===== src/rtl/pwm_multich_gen_pkg.sv =====
// pwm_multich_gen_pkg: shared encodings for the multi-channel PWM generator.
package pwm_multich_gen_pkg;
  typedef enum logic {DIR_UP = 1'b0, DIR_DOWN = 1'b1} dir_e;
  localparam logic PWM_MODE_EDGE = 1'b0;
  localparam logic PWM_MODE_CENTER = 1'b1;
endpackage


===== src/rtl/pwm_chan_cmp.sv =====
// pwm_chan_cmp: one PWM channel (active duty register, comparator, output flop).
module pwm_chan_cmp #(
  parameter int WIDTH = 10
) (
  input  logic             Clk_pwm,
  input  logic             Rst_n,
  input  logic             En,
  input  logic             Load,
  input  logic [WIDTH-1:0] DutyIn,
  input  logic [WIDTH-1:0] Cnt,
  output logic             PwmOut
);
  logic [WIDTH-1:0] dutyAct;
  logic [WIDTH-1:0] dutyEff;
  // A duty loaded at the boundary already governs the boundary cycle, so a period never mixes duties.
  assign dutyEff = Load ? DutyIn : dutyAct;
  always_ff @(posedge Clk_pwm or negedge Rst_n) begin
    if (!Rst_n) begin
      dutyAct <= '0;
      PwmOut <= 1'b0;
    end else begin
      if (Load) dutyAct <= DutyIn;
      PwmOut <= En && (Cnt < dutyEff);
    end
  end
endmodule


===== src/rtl/pwm_multich_gen.sv =====
// pwm_multich_gen: NCH-channel PWM from one shared edge/center-aligned counter,
// with period/mode shadows and a double-buffered duty write port.
module pwm_multich_gen
  import pwm_multich_gen_pkg::*;
#(
  parameter int WIDTH = 10,
  parameter int NCH = 2
) (
  input  logic                 Clk_pwm,
  input  logic                 Rst_n,
  input  logic                 En,
  input  logic                 Mode,
  input  logic [WIDTH-1:0]     Period,
  input  logic [NCH*WIDTH-1:0] Duty_data,
  input  logic                 Duty_valid,
  output logic                 Duty_ready,
  output logic [NCH-1:0]       PwmSig,
  output logic                 Period_start
);
  localparam logic [WIDTH-1:0] ONE = WIDTH'(1);
  logic [WIDTH-1:0] cnt, cntNext, perAct, perEff;
  logic [NCH*WIDTH-1:0] dutyPend;
  dir_e dir, dirNext;
  logic modeAct, modeEff, pendFlag, boundary, load, accept;
  always_ff @(posedge Clk_pwm or negedge Rst_n) begin
    if (!Rst_n) begin
      cnt <= '0;
      dir <= DIR_UP;
    end else begin
      cnt <= cntNext;
      dir <= dirNext;
    end
  end
  // Period/mode take effect on the boundary cycle itself so the new period starts immediately.
  always_comb begin
    cntNext = '0;
    dirNext = DIR_UP;
    if (En) begin
      if (modeEff == PWM_MODE_EDGE) begin
        cntNext = (cnt >= perEff) ? '0 : cnt + ONE;
      end else if (dir == DIR_DOWN) begin
        cntNext = cnt - ONE;
        dirNext = (cnt == ONE) ? DIR_UP : DIR_DOWN;
      end else if (cnt < perEff) begin
        cntNext = cnt + ONE;
      end else begin
        cntNext = (perEff == '0) ? '0 : perEff - ONE;
        dirNext = (perEff > ONE) ? DIR_DOWN : DIR_UP;
      end
    end
  end
  always_comb begin
    boundary = En && (cnt == '0) && (dir == DIR_UP);
    perEff = boundary ? Period : perAct;
    modeEff = boundary ? Mode : modeAct;
    load = boundary && pendFlag;
    Duty_ready = !pendFlag;
    accept = Duty_valid && !pendFlag;
  end
  always_ff @(posedge Clk_pwm or negedge Rst_n) begin
    if (!Rst_n) begin
      perAct <= '0;
      modeAct <= PWM_MODE_EDGE;
      dutyPend <= '0;
      pendFlag <= 1'b0;
      Period_start <= 1'b0;
    end else begin
      if (boundary) begin
        perAct <= Period;
        modeAct <= Mode;
      end
      if (accept) begin
        dutyPend <= Duty_data;
        pendFlag <= 1'b1;
      end else if (load) begin
        pendFlag <= 1'b0;
      end
      Period_start <= boundary;
    end
  end
  for (genvar k = 0; k < NCH; k++) begin : g_chan
    pwm_chan_cmp #(.WIDTH(WIDTH)) u_chan (
      .Clk_pwm(Clk_pwm),
      .Rst_n(Rst_n),
      .En(En),
      .Load(load),
      .DutyIn(dutyPend[k*WIDTH +: WIDTH]),
      .Cnt(cnt),
      .PwmOut(PwmSig[k])
    );
  end
endmodule


===== config.mk =====
export PLATFORM = sky130hd
export DESIGN_NAME = pwm_multich_gen
export DESIGN_NICKNAME = d
export VERILOG_FILES = /design/src/rtl/pwm_multich_gen_pkg.sv /design/src/rtl/pwm_chan_cmp.sv /design/src/rtl/pwm_multich_gen.sv
export SDC_FILE = /design/constraint.sdc
export NUM_CORES = 1
export LEC_CHECK = 0
export ABC_AREA = 1
export CORE_AREA = 2 2 102 104
export CTS_BUF_LIST = sky130_fd_sc_hd__clkbuf_16
export CTS_CLUSTER_DIAMETER = 30
export DETAILED_ROUTE_END_ITERATION = 10
export DIE_AREA = 0 0 104 106
export PLACE_DENSITY_LB_ADDON = 0.3
export SYNTH_ARGS = -nofsm -noshare
export SYNTH_HDL_FRONTEND = slang
export SYNTH_SLANG_ARGS = --single-unit

===== constraint.sdc =====
create_clock -name Clk_pwm -period 5.8 [get_ports Clk_pwm]
set_clock_uncertainty 0.1 [all_clocks]
set_input_delay 1.45 -clock Clk_pwm [delete_from_list [all_inputs] [get_ports Clk_pwm]]
set_output_delay 1.45 -clock Clk_pwm [all_outputs]
set_load 0.02 [all_outputs]

After elaboration in Yosys (flattened, before gate mapping). Cells that the tools add are included.

Add/sub/neg operators: 3. Order comparisons: 5. Equal/unequal tests: 1. Muxes and demuxes: 18. Bitwise gates (word level): 1. Reduce and logical (&&, ||, !) cells: 10.

Operators by type and width (count): $mux W10 (9); $lt A10 B10 Y1 (3); $logic_not A10 Y1 (2); $sub A10 B1 Y10 const B (2); $add A10 B1 Y10 const B (1); $eq A10 B1 Y1 const B (1); $ge A10 B10 Y1 (1); $gt A10 B1 Y1 const B (1); $mux W1 (9); $logic_and A1 B1 Y1 (6); $reduce_bool A2 Y1 (1); $logic_not A1 Y1 (1); $not A1 Y1 (1).

Register bits after elaboration: 66. Input port bits: 35. Output and inout bits: 4. Word-level logic and storage cells: 49.

Longest topological paths before layout. Gate-level depths: netlist of run 1.

Word-level depth: 10. Mapped depth: 22.

Hierarchy. From an unflattened synthesis of run 1, not the netlist that was laid out.

Cells, all modules: 617. Area total of the unflattened synthesis: 4749.6 µm².

Modules (own cells, without submodules): pwm_multich_gen (times used 1, cells an instance 453, area an instance 3303.2 µm²); pwm_chan_cmp (times used 2, cells an instance 82, area an instance 723.2 µm²).

Least setup slack after synthesis of run 1. No wires, ideal clock.

Kind: input to register. Start: input port En. End: register g_chan[1].u_chan.PwmOut. Arrival: 3494 ps. Data required time: 5575 ps. Slack: 2081 ps. Stages on the path: 15. Path buffers: 2. Path through: nand3_2 nor2_8 nand2_4 inv_2 nand2_1 inv_1 buf_2 buf_1 nand2_1 nand2_1 inv_1 ha_1 a21oi_1 o21ai_0 a2111oi_0.

Word-level cells in the longest chain between the ends: 6.

RTL lines: from (decl) (line pwm_multich_gen.sv:11) `input logic En,`; $logic_and A1 B1 Y1 (2 in series) (line pwm_multich_gen.sv:53) `boundary = En && (cnt == '0) && (dir == DIR_UP);`; via boundary (line pwm_multich_gen.sv:24) `logic modeAct, modeEff, pendFlag, boundary, load, accept;`; $logic_and A1 B1 Y1 (line pwm_multich_gen.sv:56) `load = boundary && pendFlag;`; $mux W10 (line pwm_chan_cmp.sv:16) `assign dutyEff = Load ? DutyIn : dutyAct;`; via g_chan[1].u_chan.dutyEff[5] (line pwm_chan_cmp.sv:14) `logic [WIDTH-1:0] dutyEff;`; $lt A10 B10 Y1 (line pwm_chan_cmp.sv:23) `PwmOut <= En && (Cnt < dutyEff);`; $logic_and A1 B1 Y1 (line pwm_chan_cmp.sv:23); to (signal assigned) (line pwm_chan_cmp.sv:23); to (decl) (line pwm_chan_cmp.sv:11) `output logic PwmOut`.

The timed path passes the listed nets, and every way through them passes these cells. A chain may end at the register's enable or synchronous reset.

Final worst setup path of run 1.
Start: input port En. End: register g_chan[1].u_chan.PwmOut.

Word-level cells in the longest chain between the ends: 6.

RTL lines (line): $logic_and A1 B1 Y1 (2 in series) (pwm_multich_gen.sv:53); via boundary (pwm_multich_gen.sv:24); $logic_and A1 B1 Y1 (pwm_multich_gen.sv:56); $mux W10 (pwm_chan_cmp.sv:16); $lt A10 B10 Y1 (pwm_chan_cmp.sv:23); $logic_and A1 B1 Y1 (pwm_chan_cmp.sv:23).

The timed path passes the listed nets, and every way through them passes these cells.

==> results.yml, run 1 <==
outcome:
  outcome: "complete, no violations"
floorplanning:
  num_rows: 37
  start_util: 0.437
  dieArea_um2: 11000
  dieWidth_um: 104
  die_h_um: 106
  io-pin-count: 39
  coreArea_um2: 10000
clocking:
  cts_setup_buffers: 0
  cts_tree: "done"
  cts.path.max_buffers: 2
  hold_buffers: 0
  clkLatencyLatePin_ps: 330
  cts_buffers: 9
  cts_max_level: 3
  cts_root_buffer: "clkbuf_16"
  cts_resized: 0
  clock-sinks: 66
  clk_transition_reported_paths_ps: 50
worst_hold_path:
  hold_depth: 2
  min_path_type: "reg2reg"
  hold_end: "g_chan[0].u_chan.dutyAct[8]"
  min_from: "g_chan[0].u_chan.dutyAct[8]"
yosys:
  ys_seq_elements: 66
  netlist.area_leader.share: 0.378
  synthTopCellsByCount: "nand2_1, inv_1, dfrtp_1, nand3_1, a21oi_1"
  async_flop_share: 1.00
  yosys.area.top_type: "dfrtp_1"
  synth_nets: 627
  synth_edf_count: 0
  syn-instance-count: 563
  synth_warnings: 0
  synth_cell_types: 38
  syn_area_um2: 4370
  synthFlopType: "dfrtp_1"
  postSynthAreaPerCell_um2: 7.76
  synthTopCellsByArea: "dfrtp_1, nand2_1, ha_1"
  yosys.cell_count.top_type: "nand2_1"
  seq_area_frac_synth: 0.378
finish:
  fin_util: 0.517
  insertedDiodeCount: 0
  syn_to_final_growth_pct: 18.3
  fin_cells: 741
  final_layout_size_suffix_gt1_frac: 0.131
  fin_nets: 664
worst_setup_path:
  critPathMaxFanout: 22
  r2r_start: "cnt[0]"
  slowest_delay_ps: 530
  slowest_stage: "clkdlybuf4s50_1"
  r2r_cells: 15
  cp.arrival_ps: 4570
  cp_data_required_time_ps: 5890
  crit_path_start_kind: "input port"
  crit_type: "in2reg"
  rrSetupSlack_ps: 1920
  crit_chain: "clkdlybuf4s50_1, nand3_2, nor2_8, nand2_4, inv_2, nand2_1, buf_4, inv_1, or2_2, o21ai_0, ha_1, a21oi_1, o21ai_0, a2111oi_0"
  critPathMostFrequentCell: "o21ai_0"
  reg2reg_to: "g_chan[1].u_chan.PwmOut"
  worstSetupEndpointType: "flop"
pwr:
  ir_worst_vdd_v: 0.000170
  power_density_nw_per_um2: 522
  p_leak_uw: 0.00270
sta:
  min_period_over_period: 0.772
  setup_violations: 0
  fin_ws_ps: 1320
  final-max-slew-violation-count: 0
  fin_crit_ps: 4480
  rsz0062_at_grt: "false"
  relSlewSlack: 0.468
  whs_ps: 376
  hold_violations: 0
  fin_setup_tns_ps: 0
  tightest_slew_ps: 797
  max_freq_mhz: 223
route:
  firstDrtPassIters: 5
  vias_per_cell: 5.09
  ant_nets: 0
  via_count: 3775
  route.detailed.drc: 0
  initialDrtViolationCount: 185
  routedWlPerCell_um: 14.4
  routed_wl_um: 10700
placed_design:
  dp_hpwl_um: 8150
  dp_slack_ps: 1100
  portBuffers: 38
  place_congestion: 0.984
  dp.cells: 725
grt:
  grt_pass1_wl_um: 17700
  grt_remaining_overflow: 0
  antenna_found_initial: 0
  grtUsageTotal: 0.203
  first_global_vias: 3718
  grt_max_degree: 43
flow_run:
  max_cap_viol_count: 0
[kinds of logic after synthesis]
kind of cell               after synthesis  synth area share
AOI/OAI and AO/OA                       65            0.0791
xor gates and xnor gates                 8            0.0160
adders and majority gates               29            0.0831
buffers and inverters                  113             0.104
DFF                                     66             0.378
muxes                                   20            0.0516
and+or+nand+nor                        262             0.288
[per-stage QoR]
step / total power (uW) / instance area (um2)
after CTS: 2710 / 5170
final: 2700 / 5170
after global routing: 2940 / 5170
after floorplan: 1780 / 4370
after detailed placement: 2110 / 4850
after global placement: 2060 / 4850
[critical path: cells and delay by family]
kind | cells | cell delay [ps]
and+or+nand+nor | 5 | 680
AOI/OAI and AO/OA | 4 | 780
adders and majority gates | 1 | 340
buffers and inverters | 4 | 1290
[worst max path at each step]
stage                                          to  cells past startpoint  from
after floorplan           g_chan[1].u_chan.PwmOut                     15    En
after global placement    g_chan[1].u_chan.PwmOut                     14    En
after detailed placement  g_chan[1].u_chan.PwmOut                     14    En
after CTS                 g_chan[1].u_chan.PwmOut                     14    En
after global routing      g_chan[1].u_chan.PwmOut                     14    En
final                     g_chan[1].u_chan.PwmOut                     14    En
[sequential cells by signal (all words and copies together), names as in the netlist]
name	flops
perAct	10
g_chan.u_chan.PwmOut	2
Period_start	1
pendFlag	1
dir	1
g_chan.u_chan.dutyAct	20
modeAct	1
cnt	10
dutyPend	20
[layout by cell type, fill, tap and decap left out, types with 2 or more instances in the layout]
master             n
nand2_1          145
inv_1             95
dfrtp_1           66
clkdlybuf4s50_1   37
nand3_1           36
a21oi_1           35
ha_1              29
nor2_1            22
o21ai_0           20
mux2_2            20
nand4_1           14
nand2_2           10
nor2_2             9
clkbuf_16          9
xor2_1             7
nor2_4             6
nor3_1             5
o21ai_1            4
nand3_2            3
inv_2              3
nand3b_1           3
nand2_4            2
o21ai_2            2
or2_2              2
clkinv_4           2
bufinv_16          2
buf_4              2
[report_power, final]
group / internal, uW / total [uW] / switching, uW / leakage [uW]
sequential: 657 / 802 / 145 / 0.000810
clock: 375 / 578 / 203 / 0.000153
combinational: 483 / 1320 / 834 / 0.00174
total: 1520 / 2700 / 1180 / 0.00270
[final cells by class]
class | instances | area (um2)
fill | 961 | 4830
multi-input combinational | 384 | 2260
sequential | 66 | 1650
inverter | 99 | 374
clock buffer | 9 | 225
tap | 136 | 170
clock inverter | 7 | 93.8
timing repair buffer | 40 | 390
[routing by layer]
metal | share of wire | global-route usage
met3 | 0.058 | 0.0417
met4 | 0.021 | 0.0734
met1 | 0.43 | 0.248
met5 | 0 | 0
met2 | 0.49 | 0.354
Note: power is estimated with default switching activity, not from simulation.
==> run 2: changes to the inputs <==
- clock period: 5.8 -> 4.45 ns (I/O delays scaled with it)
==> run 2 against run 1 <==
Compared with the run above: cell count grew 0.54%; power rose by 33%; non-clock buffer count rose by 4; die area did not move; sequential share of layout area down 0.28 points; via count shrank 0.13%; clock power increased by 40%; critical path depth up 6; routed wire length increased by 1.4%; sequential power rose by 31%; first-iteration DRC count decreased by 19%; critical path type unchanged; largest power group unchanged; highest routed layer unchanged.
==> results.yml, run 2 (synthesis gave the netlist of run 1 again) <==
outcome:
  outcome: "complete, no violations"
finish:
  finalInstanceArea_um2: 5210
  top_regs: "dutyPend x20, g_chan.u_chan.dutyAct x20"
  fin_cells: 745
  final_layout_size_suffix_gt1_frac: 0.135
  fillers: 977
  insertedDiodeCount: 0
  syn_to_final_growth_pct: 19.4
  fin_nets: 668
  mostFrequentLayoutCell: "nand2_1"
  most-common-layout-cells: "nand2_1, inv_1, dfrtp_1"
route:
  initialDrtViolationCount: 149
  routed_wl_um: 10900
  vias_per_cell: 5.06
  ant_nets: 0
  via_count: 3770
  firstDrtPassIters: 5
  routedWlPerCell_um: 14.6
  route.detailed.drc: 0
worst_hold_path:
  min_from: "g_chan[1].u_chan.dutyAct[3]"
  hold_end: "g_chan[1].u_chan.dutyAct[3]"
  hold_depth: 2
  min_path_type: "reg2reg"
floorplanning:
  dieWidth_um: 104
  start_util: 0.437
  dieArea_um2: 11000
  coreArea_um2: 10000
  die_h_um: 106
  io-pin-count: 39
  num_rows: 37
clocking:
  cts_resized: 0
  clock-sinks: 66
  cts_max_level: 3
  hold_buffers: 0
  clk_transition_reported_paths_ps: 60
  cts_setup_buffers: 0
  clkLatencyLatePin_ps: 330
  cts.path.max_buffers: 2
  cts_root_buffer: "clkbuf_16"
  cts_tree: "done"
  cts_buffers: 9
sta:
  rsz0062_at_grt: "false"
  hold_violations: 0
  relSlewSlack: 0.413
  fin_crit_ps: 3910
  max_freq_mhz: 256
  min_period_over_period: 0.878
  fin_setup_tns_ps: 0
  tightest_slew_ps: 881
  setup_violations: 0
  whs_ps: 375
  final-max-slew-violation-count: 0
placed_design:
  portBuffers: 38
  place_congestion: 0.918
  dp.cells: 729
  postPlaceCellArea_um2: 4880
  dp_hpwl_um: 8330
grt:
  first_global_vias: 3821
  grt_remaining_overflow: 0
  antenna_found_initial: 0
  grt_max_degree: 40
  grt_pass1_wl_um: 18400
  grtUsageTotal: 0.210
worst_setup_path:
  rrSetupSlack_ps: 820
  slowest_delay_ps: 520
  slowest_stage: "clkdlybuf4s50_1"
  reg2reg_to: "cnt[0]"
  worstSetupEndpointType: "flop"
  crit_type: "in2reg"
  cp_data_required_time_ps: 4620
  cp.arrival_ps: 4070
  critPathMaxFanout: 11
  crit_chain: "clkdlybuf4s50_1, nand3_2, nor2_8, nand2_4, inv_2, nand2_1, o21ai_1, inv_1, ha_1, nand2_1, inv_1, nand2_1, a21oi_1, nor2_4, nand3_2, inv_1, nand2_1, o21ai_0, inv_1, nor2_1"
  r2r_cells: 21
  crit_path_start_kind: "input port"
  r2r_start: "cnt[0]"
pwr:
  p_leak_uw: 0.00274
  fin_total_pwr_uw: 3600
  power_density_nw_per_um2: 690
  ir_worst_vdd_v: 0.000254
flow_run:
  max_cap_viol_count: 0
==> run 2: changes by cell type in the layout (fill, tap and decap cells not counted), sizes merged <==
cell	change
buf	+4
inv	+2
clkinv	-3
bufinv	+1
==> run 2: how the worst max path moves through the flow <==
stage	startpoint	end	slack, ps	cells past startpoint
floorplan	En	g_chan[1].u_chan.PwmOut	1070	15
global placement	En	cnt[0]	320	20
detailed placement	En	cnt[0]	220	20
CTS	En	cnt[0]	560	20
global route	En	cnt[0]	160	20
finish	En	cnt[0]	540	20
==> run 2: critical path: cells and delay by family <==
kind | cells | cell delay, ps
and+or+nand+nor | 10 | 1250
buffers and inverters | 6 | 1000
AOI/OAI and AO/OA | 3 | 400
adders and majority gates | 1 | 310
==> run 2: routing by layer <==
layer,GRT usage,up-vias,share of wire
met3,0.0454,21,0.055
met1,0.260,1755,0.44
met5,0,-,0
met4,0.0743,0,0.022
li1,-,1874,-
met2,0.363,120,0.49
==> run 2: cell type report <==
cell class | instances | area (um2) | share of cell area
Multi-Input combinational cell | 384 | 2260 | 0.434
Timing Repair Buffer | 44 | 420 | 0.0806
Sequential cell | 66 | 1650 | 0.317
Tap cell | 136 | 170 | 0.0326
Clock buffer | 9 | 225 | 0.0432
Inverter | 99 | 374 | 0.0718
Clock inverter | 7 | 110 | 0.0211
==> run 2: stage by stage <==
step / worst slack [ps] / utilization
after floorplan: 1070 / -
after global placement: 319 / 0.488
after detailed placement: 220 / 0.488
after CTS: 564 / 0.521
after global routing: 157 / 0.521
final: 542 / 0.521
==> run 2: power by group <==
part           switching (uW)  internal, uW
registers                 191           857
clock network             265           542
logic                    1100           647
total                    1550          2050
==> run 3: changes to the inputs <==
- CORE_AREA: 2 2 102 104 -> 2 2 136 138
- DIE_AREA: 0 0 104 106 -> 0 0 138 140
- SLEW_MARGIN: unset -> 0
==> run 3 against run 2 <==
Compared with the run above: hold slack got worse by 2.9 ps; register-to-register slack improved by 50 ps; die area increased by 75%; worst setup slack improved by 13 ps; cell area increased by 2.2%; first-iteration DRC count increased by 14%; non-clock buffer count increased by 4; utilization decreased by 22 points; cell count increased by 13%; critical endpoint is now cnt[6]; largest power group unchanged.
==> results.yml, run 3 (synthesis gave the netlist of run 1 again) <==
outcome:
  outcome: "complete, no violations"
pwr:
  power_density_nw_per_um2: 666
  p_leak_uw: 0.00273
  ir_worst_vdd_v: 0.000251
route:
  routed_wl_um: 11700
  ant_nets: 0
  vias_per_cell: 4.42
  route.detailed.drc: 0
  routedWlPerCell_um: 13.9
  firstDrtPassIters: 4
  via_count: 3720
  initialDrtViolationCount: 170
worst_setup_path:
  crit_type: "in2reg"
  cp.arrival_ps: 4040
  crit_end: "cnt[6]"
  r2r_start: "cnt[1]"
  crit_path_start_kind: "input port"
  reg2reg_to: "cnt[6]"
  worstSetupStartpoint: "En"
  cp_data_required_time_ps: 4600
  rrSetupSlack_ps: 870
  worstSetupEndpointType: "flop"
  critPathMaxFanout: 11
  r2r_cells: 20
finish:
  finalInstanceArea_um2: 5330
  top_regs: "dutyPend x20, g_chan.u_chan.dutyAct x20"
  final_layout_size_suffix_gt1_frac: 0.144
  fillers: 1922
  mostFrequentLayoutCell: "nand2_1"
  most-common-layout-cells: "nand2_1, inv_1, dfrtp_1"
  syn_to_final_growth_pct: 22.0
  insertedDiodeCount: 0
  fin_nets: 672
  fin_util: 0.300
sta:
  relSlewSlack: 0.439
  hold_violations: 0
  fin_crit_ps: 3900
  tightest_slew_ps: 839
  fin_ws_ps: 555
  rsz0062_at_grt: "false"
  min_period_over_period: 0.875
  fin_setup_tns_ps: 0
  final-max-slew-violation-count: 0
  max_freq_mhz: 257
  setup_violations: 0
clocking:
  cts.path.max_buffers: 2
  clk_transition_reported_paths_ps: 50
  clock-sinks: 66
  cts_tree: "done"
  cts_root_buffer: "clkbuf_16"
  clkLatencyLatePin_ps: 340
  cts_resized: 0
  hold_buffers: 0
  cts_max_level: 3
  cts_setup_buffers: 0
  cts_buffers: 9
grt:
  grt_remaining_overflow: 0
  antenna_found_initial: 0
  grt_max_degree: 37
  first_global_vias: 3767
  grt_pass1_wl_um: 19600
  grtUsageTotal: 0.129
floorplanning:
  dieWidth_um: 138
  io-pin-count: 39
  dieArea_um2: 19300
  num_rows: 49
  start_util: 0.246
  die_h_um: 140
  coreArea_um2: 17800
flow_run:
  max_cap_viol_count: 0
placed_design:
  postPlaceCellArea_um2: 5020
  dp_slack_ps: 229
  dp_hpwl_um: 9110
  place_congestion: 0.899
  portBuffers: 38
worst_hold_path:
  hold_depth: 2
  min_path_type: "reg2reg"
==> run 3: worst min path at each step <==
stage,from,to,slack [ps]
2_1_floorplan,g_chan[0].u_chan.dutyAct[0],g_chan[0].u_chan.dutyAct[0],340
3_3_place_gp,g_chan[0].u_chan.dutyAct[5],g_chan[0].u_chan.dutyAct[5],360
3_5_place_dp,g_chan[0].u_chan.dutyAct[8],g_chan[0].u_chan.dutyAct[8],360
4_1_cts,g_chan[0].u_chan.dutyAct[5],g_chan[0].u_chan.dutyAct[5],380
5_1_grt,g_chan[0].u_chan.dutyAct[7],g_chan[0].u_chan.dutyAct[7],390
6_report,g_chan[0].u_chan.dutyAct[0],g_chan[0].u_chan.dutyAct[0],370
==> run 3: metrics by stage <==
stage	hold slack, ps	total power [uW]	cells
detailed placement	361	2840	826
global route	393	3910	842
CTS	377	3590	842
finish	372	3550	842
floorplan	345	2320	563
global placement	358	2840	826
==> run 3: routing by layer <==
layer	wire [um]	GRT usage
met4	354	0.0564
met2	5420	0.212
met1	5450	0.158
met3	518	0.0356
met5	0	0
==> run 3: area by class of cell <==
| class | instances | area, um2 | area share |
|---|---|---|---|
| Inverter | 99 | 374 | 0.0702 |
| Multi-Input combinational cell | 384 | 2260 | 0.425 |
| Clock buffer | 9 | 225 | 0.0423 |
| Tap cell | 229 | 287 | 0.0538 |
| Timing Repair Buffer | 48 | 450 | 0.0845 |
| Clock inverter | 7 | 78.8 | 0.0148 |
| Sequential cell | 66 | 1650 | 0.310 |
==> run 3: worst max-delay path, stage by stage <==
cell             delay, ps
clkdlybuf4s50_1        510
nand3_2                140
nor2_8                 180
nand2_4                 90
inv_2                  120
nand2_1                 60
o21ai_1                110
inv_1                  120
ha_1                   310
nand2_1                 60
inv_1                   50
nand2_1                 90
nor2_4                 190
nand4_4                180
nand3_2                240
nand2_1                140
nand3_1                 90
nand2_1                 50
a21oi_1                180
==> run 3: power by group <==
part           internal (uW)  switching, uW  leakage [uW]
Sequential               857            190      0.000810
Combinational            662           1120       0.00178
Clock                    438            285      0.000144
Total                   1960           1590       0.00273
